--- src/rtl/regs_writeback.sv ---
// rtl/regs_writeback.sv - writeback stage: in-order pending-write FIFO feeding the register file
// Merges mem/ALU results and SP push/pop pairs; keeps a 32-bit SP shadow.
module regs_writeback #(
  parameter int unsigned DEPTH    = 4,
  parameter logic [31:0] SP_STEP  = 32'd1,
  parameter logic [31:0] SP_RESET = 32'h0001_0000
) (
  input  logic                     cpu_clk,
  input  logic                     cpu_rst_n,
  input  logic                     mem_valid,
  output logic                     mem_ready,
  input  logic [3:0]               mem_dst,
  input  logic [15:0]              mem_val,
  input  logic                     alu_valid,
  output logic                     alu_ready,
  input  logic [3:0]               alu_dst,
  input  logic [15:0]              alu_val,
  input  logic                     sp_op_valid,
  output logic                     sp_op_ready,
  input  logic                     sp_op_pop,
  output logic [31:0]              sp_value,
  output logic                     we,
  output logic [3:0]               src_w,
  output logic [15:0]              val,
  output logic [$clog2(DEPTH):0]   pending
);
  localparam int PW = $clog2(DEPTH);
  localparam int CW = PW + 1;
  localparam logic [CW-1:0] CAP     = CW'(DEPTH);
  localparam logic [CW-1:0] SP_ROOM = CW'(DEPTH - 2);

  logic [19:0]   fifo_q [DEPTH];
  logic [PW-1:0] rd_ptr, wr_ptr, wr_ptr_nxt;
  logic [CW-1:0] count, enq_cnt, pop_cnt;
  logic          mem_acc, alu_acc, sp_acc, w_acc, w_en;
  logic [3:0]    w_dst;
  logic [15:0]   w_val;
  logic [31:0]   sp_new;

  // Readiness looks only at registered occupancy; a same-cycle drain earns no credit.
  assign mem_ready   = cpu_rst_n && (count < CAP);
  assign alu_ready   = cpu_rst_n && (count < CAP) && !mem_valid;
  assign sp_op_ready = cpu_rst_n && (count <= SP_ROOM) && !mem_valid && !alu_valid;

  assign mem_acc = mem_valid && mem_ready;
  assign alu_acc = alu_valid && alu_ready;
  assign sp_acc  = sp_op_valid && sp_op_ready;
  assign w_acc   = mem_acc || alu_acc;
  assign w_dst   = mem_acc ? mem_dst : alu_dst;
  assign w_val   = mem_acc ? mem_val : alu_val;
  assign w_en    = w_acc && (w_dst != 4'h0);
  assign sp_new  = sp_op_pop ? (sp_value + SP_STEP) : (sp_value - SP_STEP);

  assign wr_ptr_nxt = wr_ptr + 1'b1;
  assign enq_cnt    = sp_acc ? CW'(2) : (w_en ? CW'(1) : '0);
  assign pop_cnt    = we ? CW'(1) : '0;

  // The register file decodes src_w even when idle, so gate index and data with we.
  assign we      = (count != '0);
  assign src_w   = we ? fifo_q[rd_ptr][19:16] : 4'h0;
  assign val     = we ? fifo_q[rd_ptr][15:0]  : 16'h0;
  assign pending = count;

  always_ff @(posedge cpu_clk) begin
    if (sp_acc) begin
      fifo_q[wr_ptr]     <= {4'hE, sp_new[15:0]};
      fifo_q[wr_ptr_nxt] <= {4'hF, sp_new[31:16]};
    end else if (w_en) begin
      fifo_q[wr_ptr] <= {w_dst, w_val};
    end
  end

  always_ff @(posedge cpu_clk or negedge cpu_rst_n) begin
    if (!cpu_rst_n) begin
      count    <= '0;
      rd_ptr   <= '0;
      wr_ptr   <= '0;
      sp_value <= SP_RESET;
    end else begin
      count <= count + enq_cnt - pop_cnt;
      if (we)
        rd_ptr <= rd_ptr + 1'b1;
      if (sp_acc)
        wr_ptr <= wr_ptr_nxt + 1'b1;
      else if (w_en)
        wr_ptr <= wr_ptr_nxt;
      if (sp_acc)
        sp_value <= sp_new;
      else if (w_acc && w_dst == 4'hE)
        sp_value[15:0] <= w_val;
      else if (w_acc && w_dst == 4'hF)
        sp_value[31:16] <= w_val;
    end
  end
endmodule
--- config.mk ---
export PLATFORM = sky130hd
export DESIGN_NAME = regs_writeback
export DESIGN_NICKNAME = d
export VERILOG_FILES = /design/src/rtl/regs_writeback.sv
export SDC_FILE = /design/constraint.sdc
export NUM_CORES = 1
export LEC_CHECK = 0
export CORE_MARGIN = 2
export CORE_UTILIZATION = 60
export DETAILED_ROUTE_END_ITERATION = 8
export DONT_BUFFER_PORTS = 1
export PLACE_DENSITY_LB_ADDON = 0.15
export SETUP_SLACK_MARGIN = 0.4
export SYNTH_ARGS = -nofsm -noshare
export SYNTH_HDL_FRONTEND = slang
export SYNTH_SLANG_ARGS = --single-unit
export TNS_END_PERCENT = 10
--- constraint.sdc ---
create_clock -name cpu_clk -period 3.4 [get_ports cpu_clk]
set_input_delay 0.68 -clock cpu_clk [delete_from_list [all_inputs] [get_ports cpu_clk]]
set_output_delay 0.68 -clock cpu_clk [all_outputs]
set_load 0.005 [all_outputs]
==> qor.txt, run 1 <==
DRC violations left: 0
Final Power: 9936 uW
worst min path class: input pin to async pin
CP Max Fanout: 15
gpl congestion: 1.030
clk_lat worst skew: 0.42 ns
share of cells above drive strength 1: 0.2223
Max IR drop VDD: 637.8 uV
via density per instance: 6.856
Final Hold Vio Count: 0
post-synthesis sequential area ratio: 0.3937
PortBufs: 0
worst clock skew: 0.01270 ns
dpl hpwl: 18180 um
DR iter-0 viols: 732
Root Driver: clkbuf_16
CTS buffer count: 17
slowest CP cell: mux2i_1
Final Instance Area: 9646 um^2
Post-DP Area: 8776 um^2
nets: 976
predominant post-synthesis flop cell: edfxtp_1
first-pass GRT wire length: 38920 um
mean post-synth cell area: 9.654 um^2
final slew viol count: 0
Syn Nets: 932
Final min period: 3.001 ns
EDFF count, synth: 64
async set or reset register ratio after synthesis: 0.3277
Warnings, synthesis: 0
CTS Sinks: 119
antenna violation net count after detailed routing: 0
Most Frequent Cell on Critical Path: a21o_1
gr usage total: 0.3528
Post-Route WL: 25380 um
vias in the first global route: 7288
CP Class: input pin to flop
Critical Path Start Type: input pin
Fmax: 0.3332 GHz
antenna violations before repair: 0
Mapped Area: 8177 um^2
# diodes: 0
Power Dens Cells: 1030 nW/um^2
Clk pin slew, worst setup/hold paths: 0.06 ns
Yosys top cell area share: 0.2350
DIE WIDTH: 120.7 um
Final Util: 0.7255
die area: 14580 um^2
Mapped Cells: 847
CTS tree: done
status: finished clean
top cells by area, synth: edfxtp_1, dfrtp_1, ha_1, mux4_2, nand2_1
# H-tree levels: 4
Synth area leader: edfxtp_1
unrepaired setup endpoints after global routing: true
crit-path cells: clkinvlp_4, buf_12, ha_1, a21o_1, a21o_1, a21oi_1, nand3_2, xor2_1, mux2i_1, o221ai_1, a31o_2
count of cells along the worst register-to-register path: 10
Setup violations, final: 0
Yosys reg bits: 119
Core Area: 13300 um^2
I/O pins: 105
Max-cap violations: 0
crit end category: flop
Lkg Pwr: 0.003811 uW
FP Rows: 42
Slew headroom: 0.3903
post-synthesis cell type count: 72
global route overflow: 0
Slew @ Worst Pin: 0.9049 ns
WL/cell: 23.50 um
detailed-route via count: 7405
Die Ht: 120.7 um
Tcrit/Tclk final: 0.8828
R2R setup slack: 0.49 ns
Synth-to-Final Area Change: 17.96%
first-pass iteration count of the detailed router: 5
Critical Path RT: 3.57 ns
Max stage delay on crit path: 0.39 ns
largest net degree at the start of global routing: 40
Clock Tree Buf Depth: 2
crit path DAT: 3.17 ns
Initial Utilization: 0.6150
## flip-flops by register name, summed over array words and instances (netlist names)
name and count:
fifo_q 80, pending 3, rd_ptr 2, sp_value 32
wr_ptr 2
## per-stage QoR
step | std cells | worst slack [ns] | setup TNS (ns) | hold WS [ns]
2_1_floorplan | 847 | -0.1968 | -5.127 | 0.3844
3_3_place_gp | 1037 | -0.06133 | -0.1724 | 0.3854
3_5_place_dp | 1037 | -0.1283 | -0.5968 | 0.3850
4_1_cts | 1071 | 0.3404 | 0 | 0.08847
5_1_grt | 1080 | 0.3292 | 0 | 0.08423
6_report | 1080 | 0.3986 | 0 | 0.09776
## layout make-up
class / count / area, um^2
Clock buffer: 23 / 510.5
Clock inverter: 9 / 110.1
Inverter: 17 / 67.56
Multi-Input combinational cell: 651 / 4846
Sequential cell: 119 / 3221
Fill cell: 942 / 3650
Timing Repair Buffer: 85 / 670.6
Tap cell: 176 / 220.2
## cells in the final DEF (no fill, tap or decap), drive strengths merged, types with 7 or more instances in the layout
master   n
nand2   91
buf     85
o21ai   73
edfxtp  64
nor2    58
a21oi   58
o22ai   52
dfrtp   38
ha      37
mux2i   24
and2    24
clkbuf  23
xnor2   22
a21o    20
mux4    20
o211ai  17
inv     17
dfxtp   16
nand3   16
nand4   13
xor2    11
o21a    10
and3     9
a31oi    9
o221ai   8
mux2     7
## synthesized netlist by cell type, types with 3 or more instances
cell type  count
o21bai_1       3
a21oi_2        3
a31o_2         4
o21a_1         9
o21ai_1        5
and3_1         9
a211oi_2       3
dfxtp_1       16
mux2_2         7
or3_1          4
a31oi_1        7
a21o_1        20
nand4_1       13
a211o_1        3
buf_1          3
o221ai_1       7
o22ai_1       52
edfxtp_1      64
dfrtp_1       38
nor2_1        58
o21ai_2        4
nand3_1       15
xor2_1        11
buf_2         20
mux2i_1       24
and2_1        24
o31ai_1        3
a21oi_1       55
mux4_2        20
inv_1         17
nand2_1       90
o211ai_1      17
clkbuf_1      35
ha_1          37
nor3_1         6
xnor2_1       22
a221o_1        5
a41oi_1        4
o21ai_0       64
## routing by layer
| layer | global-route usage | part of all wire |
|---|---|---|
| met3 | 0.07170 | 0.10 |
| met2 | 0.5756 | 0.47 |
| met4 | 0.1395 | 0.032 |
| met5 | 0 | 0 |
| met1 | 0.4628 | 0.39 |
## where the power goes
group / leakage (uW) / switching [uW] / total, uW / internal [uW]
clock network: 0.000298 / 657 / 1860 / 1210
logic: 0.00231 / 3300 / 5700 / 2400
registers: 0.00120 / 405 / 2370 / 1970
total: 0.00381 / 4360 / 9940 / 5570
## final timing paths
kind                                  to          start
min                           pending[0]      cpu_rst_n
min reg2reg                fifo_q[2][19]  fifo_q[2][19]
max                        fifo_q[2][14]      sp_op_pop
min in group cpu_clk       fifo_q[2][19]  fifo_q[2][19]
max reg2reg                fifo_q[1][15]    sp_value[6]
max in group asynchronous   sp_value[24]      cpu_rst_n
## what timing repair did
item | CTS | global route
cloned | 0 | 0
buffers inserted | 1 | 9
pin swaps | 1 | 8
endpoints found under the setup margin | 13 | 42
gates resized for setup | 1 | 30
hold buffers | 1 | 0
hold endpoints to repair | 38 | 0
## worst max-delay path, delay by kind of cell
family	cells	cell delay, ns
adder cells (fa/ha/maj)	1	0.35
buffers and inverters	2	0.39
AO/OA/AOI/OAI	5	1.04
multiplexers	1	0.39
XOR/XNOR	1	0.18
AND/OR/NAND/NOR	1	0.13
## kinds of logic (layout without fill, tap and decap cells)
kind of cell / count (synthesis) / in the layout / synth area share
AOI/OAI and AO/OA: 296 / 296 / 0.2448
and+or+nand+nor: 232 / 232 / 0.1311
DFF: 119 / 119 / 0.3937
buffers and inverters: 77 / 134 / 0.03933
muxes: 51 / 51 / 0.09411
adders and majority gates: 39 / 39 / 0.06151
xor gates and xnor gates: 33 / 33 / 0.03535
(Power assumes the default switching activity.)
==> inputs of run 2 (changes only) <==
- CORE_MARGIN: 2 -> 5
- clock period: 3.4 -> 2.78 ns (I/O delays scaled with it)
==> qor.txt, run 2 (synthesized netlist as in run 1, its figures left out) <==
Final Util: 0.8156
Final Power: 14410 uW
Clk pin slew, worst setup/hold paths: 0.06 ns
CP Max Fanout: 10
failing checks: negative setup slack
CTS buffer count: 17
Final min period: 2.851 ns
detailed-route via count: 8279
Root Driver: clkbuf_16
worst hold start: sp_op_pop
reg2reg end: fifo_q[3][12]
WL/cell: 25.09 um
fillcell total: 803
Power Dens Cells: 1329 nW/um^2
PortBufs: 0
Reg power frac: 0.207
Post-DP Area: 9624 um^2
first-pass iteration count of the detailed router: 7
unrepaired setup endpoints after global routing: true
via density per instance: 6.981
# diodes: 0
most frequent cells in the layout: buf_4, nand2_1, edfxtp_1
dpl hpwl: 20550 um
nets: 1082
Tcrit/Tclk final: 1.026
NetSw: 6325 uW
Setup violations, final: 8
Max-cap violations: 0
die area: 16060 um^2
gpl congestion: 0.9983
non-filler instance count after layout: 1186
FP Rows: 42
crit-path cells: clkinvlp_4, buf_12, ha_1, a21o_1, nor3_1, a21oi_4, a211oi_4, nor4_2, a311oi_2, buf_4, o22ai_1
Final Instance Area: 10840 um^2
Lkg Pwr: 0.004456 uW
crit end category: flop
Clk network pwr share: 0.159
slowest CP cell: a211oi_4
CTS Sinks: 119
largest net degree at the start of global routing: 43
R2R setup slack: -0.04 ns
Int Pwr: 8089 uW
I/O pins: 105
worst min path class: input pin to flop
Post-Route WL: 29750 um
DR iter-0 viols: 1141
CTS tree: done
gr usage total: 0.3576
count of cells along the worst register-to-register path: 9
vias in the first global route: 8109
Slew @ Worst Pin: 0.8570 ns
Core Area: 13300 um^2
DIE WIDTH: 126.7 um
global route overflow: 0
clk_lat worst skew: 0.43 ns
Hold EP: sp_value[31]
Fmax: 0.3507 GHz
Clock Tree Buf Depth: 2
Final WS setup: -0.07140 ns
reg-to-reg critical path startpoint: sp_value[9]
Hold Path Depth: 2
switching share of power: 0.4388
status: finished with violations
Max stage delay on crit path: 0.39 ns
Placed Cells: 1145
Initial Utilization: 0.6150
Critical Path RT: 2.94 ns
worst clock skew: 0.008410 ns
Slew headroom: 0.4287
final slew viol count: 0
max reg flops: 80
antenna violation net count after detailed routing: 0
Comb power frac: 0.634
# H-tree levels: 4
CP Class: input pin to flop
DRC violations left: 0
share of cells above drive strength 1: 0.3624
Final Hold Vio Count: 0
crit path DAT: 3.01 ns
Max IR drop VDD: 764.3 uV
Synth-to-Final Area Change: 32.62%
antenna violations before repair: 0
Top reg by flops: fifo_q
first-pass GRT wire length: 44560 um
most common cell after layout, fill and taps aside: buf_4
Die Ht: 126.7 um
Critical Path Start Type: input pin
## run 2: through the flow
step                      setup TNS [ns]  setup WS (ns)  hold WS, ns
after CTS                              0      0.0006284       0.4440
after detailed placement          -23.49        -0.4685       0.2612
after floorplan                   -42.04        -0.6928       0.2604
final                            -0.3292       -0.07140       0.4252
after global placement            -19.10        -0.4073       0.2614
after global routing              -2.154        -0.1004       0.4374
## run 2: repair_timing
| action | 4_1_cts | 5_1_grt |
|---|---|---|
| resized for setup | 33 | 85 |
| setup buffers | 4 | 3 |
| hold endpoints to repair | 39 | 0 |
| pin swaps | 28 | 44 |
| hold buffers | 2 | 0 |
| endpoints found under the setup margin | 164 | 179 |
## run 2: routing by layer
layer / vias up / share of wire / GRT usage
met5: - / 0 / 0
met4: 0 / 0.048 / 0.1596
met3: 129 / 0.13 / 0.08953
li1: 3522 / - / -
met2: 708 / 0.46 / 0.5697
met1: 3920 / 0.36 / 0.4634
## run 2: how the worst max path moves through the flow
stage	start	to	slack (ns)	depth (start not counted)
after detailed placement	sp_op_pop	fifo_q[3][15]	-0.47	11
final	sp_op_pop	fifo_q[3][12]	-0.07	11
after CTS	sp_value[0]	fifo_q[3][14]	0.0006	11
after global routing	sp_op_pop	fifo_q[2][12]	-0.10	13
after floorplan	sp_op_pop	fifo_q[0][12]	-0.69	11
after global placement	sp_op_pop	fifo_q[3][14]	-0.41	12
## run 2: cell type report
class | instances | area (um^2) | area share
Inverter | 17 | 70.07 | 0.006461
Clock inverter | 13 | 127.6 | 0.01177
Timing Repair Buffer | 191 | 1544 | 0.1424
Clock buffer | 19 | 475.5 | 0.04384
Tap cell | 176 | 220.2 | 0.02031
Multi-Input combinational cell | 651 | 5184 | 0.4780
Sequential cell | 119 | 3223 | 0.2972
## run 2: worst max-delay path, delay by kind of cell
| family | cells | cell delay (ns) |
|---|---|---|
| compound gates | 5 | 1.11 |
| buf+inv | 3 | 0.51 |
| simple gates | 2 | 0.47 |
| fa+ha+maj | 1 | 0.35 |
## run 2: power groups by stage
stage / Clock [uW] / Sequential [uW] / Combinational [uW]
global route: 2380 / 3020 / 9640
global placement: 0 / 2910 / 7530
detailed placement: 0 / 2960 / 7710
finish: 2290 / 2980 / 9140
floorplan: 0 / 2750 / 4340
CTS: 2270 / 2940 / 8220
==> inputs of run 3 (changes only) <==
- MAX_ROUTING_LAYER: default -> met4
==> qor.txt, run 3 (synthesized netlist as in run 1, its figures left out) <==
status: finished with violations
failing checks: negative setup slack
first-pass GRT wire length: 46960 um
DR iter-0 viols: 1150
PortBufs: 0
share of cells above drive strength 1: 0.3754
worst hold start: sp_op_pop
gr usage total: 0.3902
Synth-to-Final Area Change: 36.91%
Final WS setup: -0.2920 ns
Critical Path Start Type: input pin
most common cell after layout, fill and taps aside: buf_4
die area: 16060 um^2
DIE WIDTH: 126.7 um
reg-to-reg critical path startpoint: sp_value[1]
Fmax: 0.3255 GHz
crit end category: flop
Core Area: 13300 um^2
worst min path class: input pin to flop
max reg flops: 80
CP Max Fanout: 8
Final Hold Vio Count: 0
Top reg by flops: fifo_q
Max-cap violations: 0
reg2reg end: fifo_q[2][12]
largest net degree at the start of global routing: 41
final slew viol count: 0
detailed-route via count: 8578
Final min period: 3.072 ns
worst clock skew: 0.008440 ns
Lkg Pwr: 0.004547 uW
Die Ht: 126.7 um
most frequent cells in the layout: buf_4, nand2_1, edfxtp_1
vias in the first global route: 8301
dpl hpwl: 20960 um
Clock Tree Buf Depth: 2
# diodes: 0
Final Power: 15070 uW
via density per instance: 7.060
FP Rows: 42
count of cells along the worst register-to-register path: 12
nets: 1111
gpl congestion: 0.9899
Clk pin slew, worst setup/hold paths: 0.06 ns
Power Dens Cells: 1346 nW/um^2
first-pass iteration count of the detailed router: 6
I/O pins: 105
CTS Sinks: 119
CTS buffer count: 17
antenna violations before repair: 0
# H-tree levels: 4
Post-Route WL: 32260 um
DRC violations left: 0
antenna violation net count after detailed routing: 0
Hold Path Depth: 2
Setup violations, final: 40
Tcrit/Tclk final: 1.105
Root Driver: clkbuf_16
global route overflow: 0
WL/cell: 26.55 um
Critical Path RT: 2.94 ns
Slew headroom: 0.4862
unrepaired setup endpoints after global routing: true
CP Class: input pin to flop
Initial Utilization: 0.6150
Final Util: 0.8420
Slew @ Worst Pin: 0.7679 ns
crit path DAT: 3.23 ns
R2R setup slack: -0.21 ns
Hold EP: sp_value[31]
CTS tree: done
fillcell total: 718
clk_lat worst skew: 0.43 ns
Max IR drop VDD: 918.8 uV
[run 3: cell types whose count changed in the layout (fill, tap and decap cells not counted), moves of 4 or more]
cell	delta
ha_4	+4
inv_6	-4
o22ai_1	-12
buf_4	+19
ha_1	-4
and2_4	-16
o21ai_1	+9
o21ai_0	-8
clkinvlp_4	+5
buf_6	+10
and2_1	+16
o22ai_2	+9
[run 3: how the worst max path moves through the flow]
stage           startpoint       endpoint  slack (ns)  cells after the start
5_1_grt          sp_op_pop  fifo_q[2][12]       -0.38                     12
4_1_cts        sp_value[0]   fifo_q[3][8]       -0.04                     12
2_1_floorplan    sp_op_pop  fifo_q[0][12]       -0.69                     11
3_5_place_dp     sp_op_pop  fifo_q[3][12]       -0.54                     12
6_report         sp_op_pop  fifo_q[2][12]       -0.29                     12
3_3_place_gp     sp_op_pop  fifo_q[3][14]       -0.43                     12
[run 3: cell type report]
type / instances / area (um^2) / share of cell area
Sequential cell: 119 / 3222 / 0.2878
Clock buffer: 19 / 432.9 / 0.03867
Clock inverter: 13 / 106.4 / 0.009500
Multi-Input combinational cell: 651 / 5356 / 0.4785
Inverter: 17 / 67.56 / 0.006036
Timing Repair Buffer: 220 / 1789 / 0.1598
Tap cell: 176 / 220.2 / 0.01967
[run 3: per-stage QoR]
stage               hold WS [ns]  setup TNS [ns]  cell area (um^2)  setup WS, ns  cells
floorplan                 0.2604          -42.04              8262       -0.6928    847
global placement          0.2616          -20.70              9642       -0.4277   1154
detailed placement        0.2617          -25.80              9642       -0.5439   1154
CTS                       0.4471         -0.2466             10900      -0.03885   1206
global route              0.4606          -8.263             11190       -0.3778   1215
finish                    0.4402          -3.813             11190       -0.2920   1215
[run 3: power breakdown]
group | switching (uW) | leakage, uW | internal, uW
Clock | 873 | 0.000248 | 1220
Sequential | 552 | 0.00120 | 2410
Combinational | 5370 | 0.00310 | 4650
Total | 6790 | 0.00455 | 8270
[run 3: metal layers]
metal,up-vias,share of wire,track usage
li1,3585,-,-
met1,4023,0.35,0.4823
met2,779,0.46,0.6124
met3,191,0.12,0.1051
met4,0,0.065,0.1565
met5,-,0,-
[run 3: what timing repair did]
item	in CTS	in global routing
endpoints found under the hold margin	39	0
pin swaps	63	55
buffers inserted	18	9
hold buffers	2	0
endpoints found under the setup margin	169	173
gates resized for setup	98	52
[run 3: worst max-delay path, cell delays in order]
cell	delay (ns)
clkinvlp_4	0.16
buf_6	0.20
buf_6	0.15
ha_4	0.31
buf_4	0.14
nand4_1	0.22
or2_2	0.40
o21ai_0	0.22
mux2i_1	0.20
a311oi_4	0.38
buf_6	0.18
o22ai_1	0.10
